--- config.mk ---
export PLATFORM = sky130hd
export DESIGN_NAME = pipeline_ctrl
export DESIGN_NICKNAME = d
export VERILOG_FILES = /design/src/rtl/pipe_pkg.sv /design/src/rtl/sat_counter.sv /design/src/rtl/pipeline_ctrl.sv
export SDC_FILE = /design/constraint.sdc
export NUM_CORES = 1
export LEC_CHECK = 0
export BUFFER_PORTS_ARGS = -buffer_cell sky130_fd_sc_hd__buf_2
export CORE_ASPECT_RATIO = 2
export CORE_MARGIN = 4
export CORE_UTILIZATION = 50
export DETAILED_ROUTE_END_ITERATION = 10
export PLACE_DENSITY_LB_ADDON = 0.05
export SLEW_MARGIN = 30
export SYNTH_ARGS = -nofsm -noshare
export SYNTH_HDL_FRONTEND = slang
export SYNTH_SLANG_ARGS = --single-unit
--- constraint.sdc ---
create_clock -name clk -period 2.9 [get_ports clk]
set_clock_uncertainty 0.2 [all_clocks]
set_input_delay 0.29 -clock clk [delete_from_list [all_inputs] [get_ports clk]]
set_output_delay 0.29 -clock clk [all_outputs]
set_load 0.01 [all_outputs]
--- src/rtl/pipe_pkg.sv ---
// Shared definitions for the pipeline control slice: default widths and the
// controller state encoding used by pipeline_ctrl.
package pipe_pkg;

    // Default datapath / performance counter width
    localparam int DBITS = 32;

    // Default register index width (16 architectural registers)
    localparam int REG_INDEX_BIT_WIDTH = 4;

    // Controller states:
    //   RUN     - normal flow, all hazard sources evaluated
    //   LDSTALL - second cycle of a load-use stall, hazard detection masked
    //   FLUSH   - cycle after a mispredict flush, EX holds a bubble
    //   MEMWAIT - pipeline frozen until data memory is ready
    typedef enum logic [1:0] {
        RUN     = 2'd0,
        LDSTALL = 2'd1,
        FLUSH   = 2'd2,
        MEMWAIT = 2'd3
    } state_e;

endpackage

--- src/rtl/sat_counter.sv ---
// Saturating up-counter with synchronous clear. Used for the stall and
// flush performance counters of the pipeline controller.
module sat_counter #(
    parameter int DBITS = pipe_pkg::DBITS
) (
    input  logic             clk,
    input  logic             reset,
    input  logic             inc,
    input  logic             clr,
    output logic [DBITS-1:0] count
);

    logic [DBITS-1:0] count_q;
    logic [DBITS-1:0] count_d;

    // Clear wins over increment; once all-ones the count holds there
    always_comb begin
        count_d = count_q;
        if (clr) begin
            count_d = '0;
        end else if (inc && (count_q != '1)) begin
            count_d = count_q + 1'b1;
        end
    end

    // Counter register, cleared asynchronously by the active-low reset
    always_ff @(posedge clk or negedge reset) begin
        if (!reset) begin
            count_q <= '0;
        end else begin
            count_q <= count_d;
        end
    end

    assign count = count_q;

endmodule

--- src/rtl/pipeline_ctrl.sv ---
// Pipeline hazard / flush controller. Generates the PC, IF/DEC and DECreg
// write enables and bubble-insert controls from the decode/EX state, and
// counts stall and flush cycles for performance monitoring.
module pipeline_ctrl #(
    parameter int DBITS               = pipe_pkg::DBITS,
    parameter int REG_INDEX_BIT_WIDTH = pipe_pkg::REG_INDEX_BIT_WIDTH
) (
    input  logic                           clk,
    input  logic                           reset,
    input  logic [REG_INDEX_BIT_WIDTH-1:0] DEC_rs1,
    input  logic [REG_INDEX_BIT_WIDTH-1:0] DEC_rs2,
    input  logic                           DEC_useRs1,
    input  logic                           DEC_useRs2,
    input  logic [REG_INDEX_BIT_WIDTH-1:0] EX_rd,
    input  logic                           EX_wrReg,
    input  logic                           EX_isLoad,
    input  logic                           EX_mispredict,
    input  logic                           mem_busy,
    input  logic                           cnt_clr,
    output logic                           PC_wrt_en,
    output logic                           IF_wrt_en,
    output logic                           DEC_wrt_en,
    output logic                           IF_flush,
    output logic                           DEC_flush,
    output logic [DBITS-1:0]               stallCount,
    output logic [DBITS-1:0]               flushCount
);

    import pipe_pkg::state_e;
    import pipe_pkg::RUN;
    import pipe_pkg::LDSTALL;
    import pipe_pkg::FLUSH;
    import pipe_pkg::MEMWAIT;

    state_e state_q;
    state_e state_d;

    logic loadUseHazard;
    logic flushEvent;
    logic stallEvent;

    // A load in EX feeding a source the decode instruction reads; x0 never hazards
    always_comb begin
        loadUseHazard = EX_isLoad && EX_wrReg && (EX_rd != '0) &&
                        ((DEC_useRs1 && (DEC_rs1 == EX_rd)) ||
                         (DEC_useRs2 && (DEC_rs2 == EX_rd)));
    end

    // Mealy next-state and control outputs; priority mem_busy > mispredict > hazard
    always_comb begin
        state_d    = state_q;
        PC_wrt_en  = 1'b1;
        IF_wrt_en  = 1'b1;
        DEC_wrt_en = 1'b1;
        IF_flush   = 1'b0;
        DEC_flush  = 1'b0;
        flushEvent = 1'b0;

        unique case (state_q)
            // MEMWAIT releasing behaves exactly like RUN for that cycle
            RUN, MEMWAIT: begin
                if (mem_busy) begin
                    PC_wrt_en  = 1'b0;
                    IF_wrt_en  = 1'b0;
                    DEC_wrt_en = 1'b0;
                    state_d    = MEMWAIT;
                end else if (EX_mispredict) begin
                    IF_flush   = 1'b1;
                    DEC_flush  = 1'b1;
                    flushEvent = 1'b1;
                    state_d    = FLUSH;
                end else if (loadUseHazard) begin
                    PC_wrt_en  = 1'b0;
                    IF_wrt_en  = 1'b0;
                    DEC_flush  = 1'b1;
                    state_d    = LDSTALL;
                end else begin
                    state_d    = RUN;
                end
            end

            // The stalled consumer now sees the load result; only re-check mem/mispredict
            LDSTALL: begin
                if (mem_busy) begin
                    PC_wrt_en  = 1'b0;
                    IF_wrt_en  = 1'b0;
                    DEC_wrt_en = 1'b0;
                    state_d    = MEMWAIT;
                end else if (EX_mispredict) begin
                    IF_flush   = 1'b1;
                    DEC_flush  = 1'b1;
                    flushEvent = 1'b1;
                    state_d    = FLUSH;
                end else begin
                    state_d    = RUN;
                end
            end

            // EX holds the bubble just inserted, so its mispredict/hazard info is stale
            FLUSH: begin
                if (mem_busy) begin
                    PC_wrt_en  = 1'b0;
                    IF_wrt_en  = 1'b0;
                    DEC_wrt_en = 1'b0;
                    state_d    = MEMWAIT;
                end else begin
                    state_d    = RUN;
                end
            end

            default: begin
                state_d = RUN;
            end
        endcase

        stallEvent = !PC_wrt_en;
    end

    // Controller state register; reset abandons whatever was in progress
    always_ff @(posedge clk or negedge reset) begin
        if (!reset) begin
            state_q <= RUN;
        end else begin
            state_q <= state_d;
        end
    end

    sat_counter #(
        .DBITS (DBITS)
    ) u_stallCounter (
        .clk   (clk),
        .reset (reset),
        .inc   (stallEvent),
        .clr   (cnt_clr),
        .count (stallCount)
    );

    sat_counter #(
        .DBITS (DBITS)
    ) u_flushCounter (
        .clk   (clk),
        .reset (reset),
        .inc   (flushEvent),
        .clr   (cnt_clr),
        .count (flushCount)
    );

endmodule

---- Yosys cells after proc, flatten, opt, wreduce, memory -nomap -nowiden ----
Cells that the tools add are included.
W data, S select, Z words.
cells by class
  reductions and logical operators ........ 17
  eq/ne operators ......................... 7
  muxes and demuxes ....................... 24
  $add $sub $neg .......................... 2
operators with widths
  operator                 count
  $mux W32                 4
  $add A32 B1 Y32 const B  2
  $ne A32 B32 Y1 const B   2
  $mux W1                  12
  $mux W2                  5
  $eq A4 B4 Y1             2
  $logic_and A1 B1 Y1      7
  $pmux W2 S3              1
  $eq A2 B2 Y1 const B     2
  $pmux W1 S2              2
  $reduce_bool A2 Y1       2
  $reduce_bool A4 Y1       1
  $reduce_or A2 Y1         2
  $reduce_or A4 Y1         1
  $reduce_or A3 Y1         1
  $eq A2 B1 Y1 const B     1
  $logic_not A2 Y1         1
  $logic_not A1 Y1         1
  $logic_or A1 B1 Y1       1
storage, ports and cells
  word-level logic and storage cells ...... 53
  bits in registers ....................... 66

---- Depth between registers and ports, before layout ----
Gate-level depths: netlist (run 1).
  depth after elaboration ................. 12
  mapped depth ............................ 10

---- Hierarchy ----
A second synthesis (run 1) with hierarchy kept.
unflattened totals
  cell total of the unflattened synthesis .. 431
  area total of the unflattened synthesis .. 4006.3 um^2
by module, submodules not included
  module         cells an instance  area an instance (um^2)  instances
  sat_counter    198                1854.3                   2
  pipeline_ctrl  35                 297.8                    1

---- Least setup slack after synthesis (run 1) ----
No wires, ideal clock.
  path type ............................... register to register
  from .................................... register state_q[0]
  to ...................................... register u_flushCounter.count_q[29], in the netlist u_flushCounter.count[29]
  arrival ................................. 2.322 ns
  period minus slack after synthesis ...... 2.654 ns
  path buffers ............................ 1
  setup slack ............................. 0.246 ns
  cell stages (with the launch flop) ...... 10
  required time ........................... 2.568 ns
  cells stage by stage .................... dfrtp_1 inv_1 ha_1 or3b_1 buf_6 or4_4 a2111oi_2 and2_1 xnor2_1 nor2_1
between the ends
  longest elaborated chain between the ends .. 5
  elaborated cells on any way between the ends .. 7
RTL lines
  item                                        line                  RTL
  start, declared                             pipeline_ctrl.sv:35   state_e state_q;
  start signal, assigned                      pipeline_ctrl.sv:124  state_q <= state_d;
  $eq A2 B1 Y1, or another cell as far along  pipeline_ctrl.sv:59   unique case (state_q)
  $reduce_or A3 Y1 (no line) *                -
  $mux W1 *                                   -
  $logic_and A1 B1 Y1 *                       sat_counter.sv:21     end else if (inc && (count_q != '1)) begin
  $reduce_bool A2 Y1 (no line) *              -
  end signal, assigned                        sat_counter.sv:31     count_q <= count_d;
  end, declared                               sat_counter.sv:13     logic [DBITS-1:0] count_q;
Every way passes the cells marked *; elsewhere a longest branch is shown, timed or not.
A chain may end at the register's enable or synchronous reset.

---- Worst setup path in the final report (run 1) ----
  from .................................... input port EX_mispredict
  to ...................................... register u_flushCounter.count_q[24], in the netlist u_flushCounter.count[24]
between the ends
  longest elaborated chain between the ends .. 5
RTL lines
  item                          line                                      RTL
  start, declared               pipeline_ctrl.sv:17                       input logic EX_mispredict,
  $mux W1                       pipeline_ctrl.sv:67, pipeline_ctrl.sv:89
  $mux W1                       pipeline_ctrl.sv:62                       if (mem_busy) begin
  $mux W1                       -
  $logic_and A1 B1 Y1           sat_counter.sv:21
  $reduce_bool A2 Y1 (no line)  -
No other way between the ends.

==> out/metrics.cfg, run 1 <==
[status]
run_status=completed

[synthesis]
synth-edff-count=0
post_synth_instance_area_mm2=0.00389
proportion_of_synthesized_flip_flops_having_asynchronous_set_or_reset=1.00
synth_nets=459
yosys-top-cells-count=sky130_fd_sc_hd__dfrtp_1 (66), sky130_fd_sc_hd__nor2_1 (47), sky130_fd_sc_hd__nand2_1 (35), sky130_fd_sc_hd__a21oi_1 (32), sky130_fd_sc_hd__nand3_1 (32)
post_synth.cell_area_avg_um2=8.98
yosysTopAreaCellShare=0.425
synth_cell_types=48
synth-seq-area-share=0.425
synth_area_leader_cell=sky130_fd_sc_hd__dfrtp_1
synth-seq-cells=66
synth_top_cells_by_area=sky130_fd_sc_hd__dfrtp_1 (42%), sky130_fd_sc_hd__xnor2_1 (5.4%), sky130_fd_sc_hd__nor2_1 (4.5%), sky130_fd_sc_hd__a21oi_1 (4.1%), sky130_fd_sc_hd__nand3_1 (4.1%)
yosysMostFrequentCell=sky130_fd_sc_hd__dfrtp_1
synth_cells=433
synth-main-ff-cell=sky130_fd_sc_hd__dfrtp_1
ys.warnings.count=0

[drt]
drt_pass1_iterations=4
finalWirelength_um=10300
detailedRoute.firstIterationViolations=148
drt-vias-per-instance=5.78
remaining_antenna_violation_count_after_routing=0
num_vias=3646
drc=0
wl_per_cell_um=16.4

[setup_path]
crit_path_max_incr_delay_ps=530
worst_path_max_delay_cell=sky130_fd_sc_hd__dlygate4sd3_1
critPathMostFrequentCell=sky130_fd_sc_hd__or3_1
timing_worst_setup_path_type=primary input to register
worst-path-max-fanout=5
worst-path-buf-inv=2
timing.critical_path.max_delay_family=simple AND/OR/NAND/NOR gates
crit_chain=dlygate4sd3_1, buf_2, or3b_1, or3_1, or2_1, or2_4, or3_1, a21oi_1
crit_path_start_kind=primary input
critical_path_arrival_ps=2770
critical_path.endpoint_type=register
worst-endpoint-required_ps=2950
rrSetupSlack_ps=180

[worst_hold_path]
worstHoldPathType=primary input to register

[die]
dieHeight_um=133
die-width_um=70.3
floorplan.rows=45
start_util=0.511
floorplan.die_area_mm2=0.00933
placeableCoreArea_mm2=0.00760
io_pins=90

[clocking]
clock_tree.buffer_depth=2
ctsRootBufferMaster=sky130_fd_sc_hd__clkbuf_16
postCtsResizedCells=0
clock_insertion_delay_worst_skew_ps=330
cts_setup_buffers=0
sink_count=66
numCtsBuffers=9
worst_setup_hold_path_clk_slew_ps=50
cts_tree=built
hold_buffers=2
cts_htree_levels=3

[cells_and_area]
n_antenna_cell=0
nets_final=558
syn2layout_area_growth_pct=24.3
post_route_cells_drive_above_1_share=0.264

[placed_design]
gp_congestion=0.781
detailed_place_hpwl_um=7740
buffer_ports.inserted=89

[timing]
tightest_slew_ps=768
fin_crit_ps=2720
report.final.hold_viol_count=0
rsz0062_at_grt=no
fin_setup_tns_ps=0
fmax_mhz=367
final_max_slew_viol_count=0
period_share=0.939
max-slew-margin-rel=0.488
setup_viol=0

[power]
p_per_area_mw_per_mm2=472
total_design_power_mw=2.28
vdd_drop_max_uv=386
cellLeakagePower_nw=2.14

[global_route]
antenna_violations_before_repair=0
grt_util_all_layers=0.229
global_route_wire_length_before_repair_um=17300
grt_max_degree=53
grt_remaining_overflow=0
via_count_of_the_first_global_routing_pass=3573

[flow_run]
maxCapViolCount=0

==> stage by stage <==
stage	cells	utilization	setup slack [ps]	hold slack, ps	cell area [um2]
global route	631	0.635	56.0	134	4830
global placement	613	0.593	245	109	4500
floorplan	433	-	246	-206	3890
finish	631	0.635	177	95.5	4830
detailed placement	613	0.593	198	97.1	4500
CTS	631	0.635	167	96.7	4830
==> state kept, by name (all words and copies together) (netlist names) <==
signal / flops
u_flushCounter.count: 32
u_stallCounter.count: 32
state_q: 2
==> cells by family (layout without fill, tap and decap cells) <==
logic type                 Yosys count  in the layout  share of synthesized area
xor gates and xnor gates            36             36                     0.0811
buffers and inverters               31            135                     0.0380
adders and majority gates            5              5                     0.0161
muxes                                7              7                     0.0203
and+or+nand+nor                    217            217                      0.305
AOI/OAI and AO/OA                   71             71                      0.115
DFF                                 66             66                      0.425
==> tightest hold or removal path, delay by kind of cell <==
kind                   cells  cell delay, ps
buffers and inverters      2             220
AOI/OAI and AO/OA          1              70
==> cell type report <==
| class | count | area [um2] |
|---|---|---|
| clock buffers | 11 | 253 |
| clock inverters | 5 | 52.6 |
| fillers | 673 | 2770 |
| inverters | 10 | 37.5 |
| multi-input cells | 336 | 2090 |
| flip-flops and latches | 66 | 1650 |
| well taps | 94 | 118 |
| repair buffers | 109 | 626 |
==> metal layers <==
layer | global-route usage | share of wire | vias to the layer above
met5 | 0 | 0 | -
met4 | 0.0885 | 0.019 | 0
met3 | 0.0395 | 0.034 | 16
met2 | 0.439 | 0.58 | 65
met1 | 0.239 | 0.37 | 1776
li1 | - | - | 1789
==> path summary, 6_finish.rpt <==
kind | from | endpoint | cells after the start
max | EX_mispredict | u_flushCounter.count[24] | 8
max reg2reg | state_q[0] | u_flushCounter.count[24] | 8
max in group asynchronous | reset | u_flushCounter.count[24] | 3
min reg2reg | u_stallCounter.count[28] | u_stallCounter.count[28] | 1
min | mem_busy | state_q[1] | 3
min in group asynchronous | reset | u_flushCounter.count[4] | 2
==> power breakdown <==
| group | internal [mW] | switching [mW] | total (mW) |
|---|---|---|---|
| clock network | 0.707 | 0.388 | 1.09 |
| registers | 0.942 | 0.0178 | 0.960 |
| logic | 0.0868 | 0.137 | 0.223 |
==> cells in the final DEF, fill, tap and decap left out, types with 2 or more instances in the layout <==
cell,instances
sky130_fd_sc_hd__o22ai_1,2
sky130_fd_sc_hd__mux2_2,7
sky130_fd_sc_hd__or3_2,2
sky130_fd_sc_hd__clkbuf_16,9
sky130_fd_sc_hd__a31oi_1,2
sky130_fd_sc_hd__nand4_1,15
sky130_fd_sc_hd__nor2_1,47
sky130_fd_sc_hd__nor2b_1,8
sky130_fd_sc_hd__or3_1,6
sky130_fd_sc_hd__nand3_1,32
sky130_fd_sc_hd__and2_1,4
sky130_fd_sc_hd__nand2_1,35
sky130_fd_sc_hd__a211oi_1,4
sky130_fd_sc_hd__and3_1,6
sky130_fd_sc_hd__nor4_1,6
sky130_fd_sc_hd__and4_1,7
sky130_fd_sc_hd__dfrtp_1,66
sky130_fd_sc_hd__inv_1,10
sky130_fd_sc_hd__o41ai_1,2
sky130_fd_sc_hd__or4_1,21
sky130_fd_sc_hd__xor2_1,12
sky130_fd_sc_hd__o31ai_1,19
sky130_fd_sc_hd__a31o_2,2
sky130_fd_sc_hd__clkinv_2,3
sky130_fd_sc_hd__nand4b_1,2
sky130_fd_sc_hd__ha_1,5
sky130_fd_sc_hd__a21oi_1,32
sky130_fd_sc_hd__clkbuf_8,2
sky130_fd_sc_hd__dlygate4sd3_1,2
sky130_fd_sc_hd__xnor2_1,24
sky130_fd_sc_hd__nor3_1,12
sky130_fd_sc_hd__buf_4,16
sky130_fd_sc_hd__nor4b_1,2
sky130_fd_sc_hd__o21ai_0,6
sky130_fd_sc_hd__buf_2,89
sky130_fd_sc_hd__buf_12,2
Note: power is estimated with default switching activity, not from simulation.
==> run 2, diff against run 1 <==
CELL_PAD_IN_SITES_DETAIL_PLACEMENT = 1   (was not set)
CELL_PAD_IN_SITES_GLOBAL_PLACEMENT = 2   (was not set)
CORE_UTILIZATION = 32   (was 50)
==> run 2 against run 1 <==
Against the previous run: critical path type is now register to register; critical endpoint is now u_flushCounter.count[26]; design area grew 2.3%; sequential power is 0.4% lower; combinational power rose by 10%; flip-flop and latch count did not move; sequential share of layout area shrank 0.76 points.
==> out/metrics.cfg, run 2 (synthesis gave the netlist of run 1 again) <==
[status]
run_status=completed

[cells_and_area]
syn2layout_area_growth_pct=27.1
n_antenna_cell=0
regArea_mm2=0.00165
final_cell_area_mm2=0.00494
fillerInstances=1444
nets_final=564
layout.cells.most_common=sky130_fd_sc_hd__buf_2
final_cell_mix=sky130_fd_sc_hd__buf_2 (89), sky130_fd_sc_hd__dfrtp_1 (66), sky130_fd_sc_hd__nor2_1 (47)
multi_input_logic_area_mm2=0.00210
post_route_cells_drive_above_1_share=0.273

[timing]
fmax_mhz=367
fin_setup_tns_ps=0
postLayoutSetupSlackWorst_ps=173
fin_crit_ps=2730
final_max_slew_viol_count=0
setup_viol=0
max-slew-margin-rel=0.608
rsz0062_at_grt=no
report.final.hold_viol_count=0
period_share=0.940
tightest_slew_ps=588

[drt]
detailedRoute.firstIterationViolations=74
drt_pass1_iterations=4
wl_per_cell_um=18.2
met3_length_um=327
met2_length_um=7500
finalWirelength_um=12600
m1WireLength_um=4440
drt-vias-per-instance=5.48
drc=0
remaining_antenna_violation_count_after_routing=0
top_layer_reached_by_signal_wires=met4
num_vias=3772

[setup_path]
critical_path_arrival_ps=2780
critical_path_depth=8
timing_worst_setup_path_type=register to register
crit_path_start_kind=register
worst-endpoint-required_ps=2950
rrSetupSlack_ps=170
critPathMostFrequentCell=sky130_fd_sc_hd__or3_1
worst-path-max-fanout=5
crit_chain=inv_1, ha_1, or3b_1, or3_1, or2_1, or2_4, or3_1, a21oi_1
timing.critical_path.max_delay_family=simple AND/OR/NAND/NOR gates
critical_path.endpoint_type=register
worst-path-buf-inv=1
worstRegToRegCells=8
worst_path_max_delay_cell=sky130_fd_sc_hd__or3b_1
crit_path_max_incr_delay_ps=420

[placed_design]
post-place-ws_ps=55.9
detailed_place_hpwl_um=9360
gp_congestion=0.786
buffer_ports.inserted=89
post_dp_cell_area_mm2=0.00462

[clocking]
cts_setup_buffers=0
cts_htree_levels=3
sink_count=66
clock_insertion_delay_worst_skew_ps=330
ctsRootBufferMaster=sky130_fd_sc_hd__clkbuf_16
clock_tree.buffer_depth=2
worst_setup_hold_path_clk_slew_ps=60
numCtsBuffers=9
cts_tree=built

[worst_hold_path]
worstHoldPathType=primary input to register
worstHoldPathCells=2

[power]
cellLeakagePower_nw=2.17
vdd_drop_max_uv=256
p_per_area_mw_per_mm2=466

[global_route]
grt_max_degree=67
grt_util_all_layers=0.182
via_count_of_the_first_global_routing_pass=4048
antenna_violations_before_repair=0
grt_remaining_overflow=0
global_route_wire_length_before_repair_um=20300

[die]
dieHeight_um=164
io_pins=90
die-width_um=85.9
floorplan.die_area_mm2=0.0141
floorplan.rows=56
placeableCoreArea_mm2=0.0118
start_util=0.328

[flow_run]
maxCapViolCount=0

## run 2: changes by cell type in the layout (fill, tap and decap cells not counted), sizes merged
cell,previous run,this run
buf,107,114
clkinvlp,1,0
dlygate4sd3,2,1
clkinv,3,4
## run 2: routing by layer
metal | vias up | global-route usage
li1 | 1801 | -
met1 | 1898 | 0.176
met2 | 57 | 0.370
met3 | 16 | 0.0236
met4 | 0 | 0.0735
met5 | - | 0
## run 2: final cells by class
class / instances / share of cell area
multi-input cells: 336 / 0.426
flip-flops and latches: 66 / 0.334
repair buffers: 115 / 0.135
clock buffers: 11 / 0.0491
well taps: 145 / 0.0367
clock inverters: 5 / 0.0109
inverters: 10 / 0.00760
## run 2: final timing paths
kind	start	to
worst max-delay path	state_q[0]	u_flushCounter.count[26]
worst min-delay path	EX_mispredict	state_q[0]
worst max register to register	state_q[0]	u_flushCounter.count[26]
worst min register to register	u_stallCounter.count[28]	u_stallCounter.count[28]
max in group asynchronous	reset	u_flushCounter.count[3]
min in group asynchronous	reset	u_flushCounter.count[13]
## run 2: report_power, final
part | total, mW | switching (mW) | internal, mW
clock network | 1.10 | 0.412 | 0.686
registers | 0.956 | 0.0139 | 0.942
logic | 0.246 | 0.151 | 0.0950
## run 2: repair_timing
| action | 4_1_cts | 5_1_grt |
|---|---|---|
| endpoints found under the hold margin | 66 | 0 |
| hold buffers | 1 | 0 |
| endpoints found under the setup margin | 0 | 3 |
| gates resized for setup | 0 | 1 |
## run 2: through the flow
| step | cells | util | hold slack [ps] | power (mW) |
|---|---|---|---|---|
| 3_5_place_dp | 671 | 0.390 | 149 | 1.23 |
| 4_1_cts | 688 | 0.416 | 21.1 | 2.34 |
| 6_report | 688 | 0.417 | 26.1 | 2.30 |
| 5_1_grt | 688 | 0.417 | 31.0 | 2.41 |
| 2_1_floorplan | 433 | - | -206 | 1.11 |
| 3_3_place_gp | 671 | 0.390 | 148 | 1.21 |
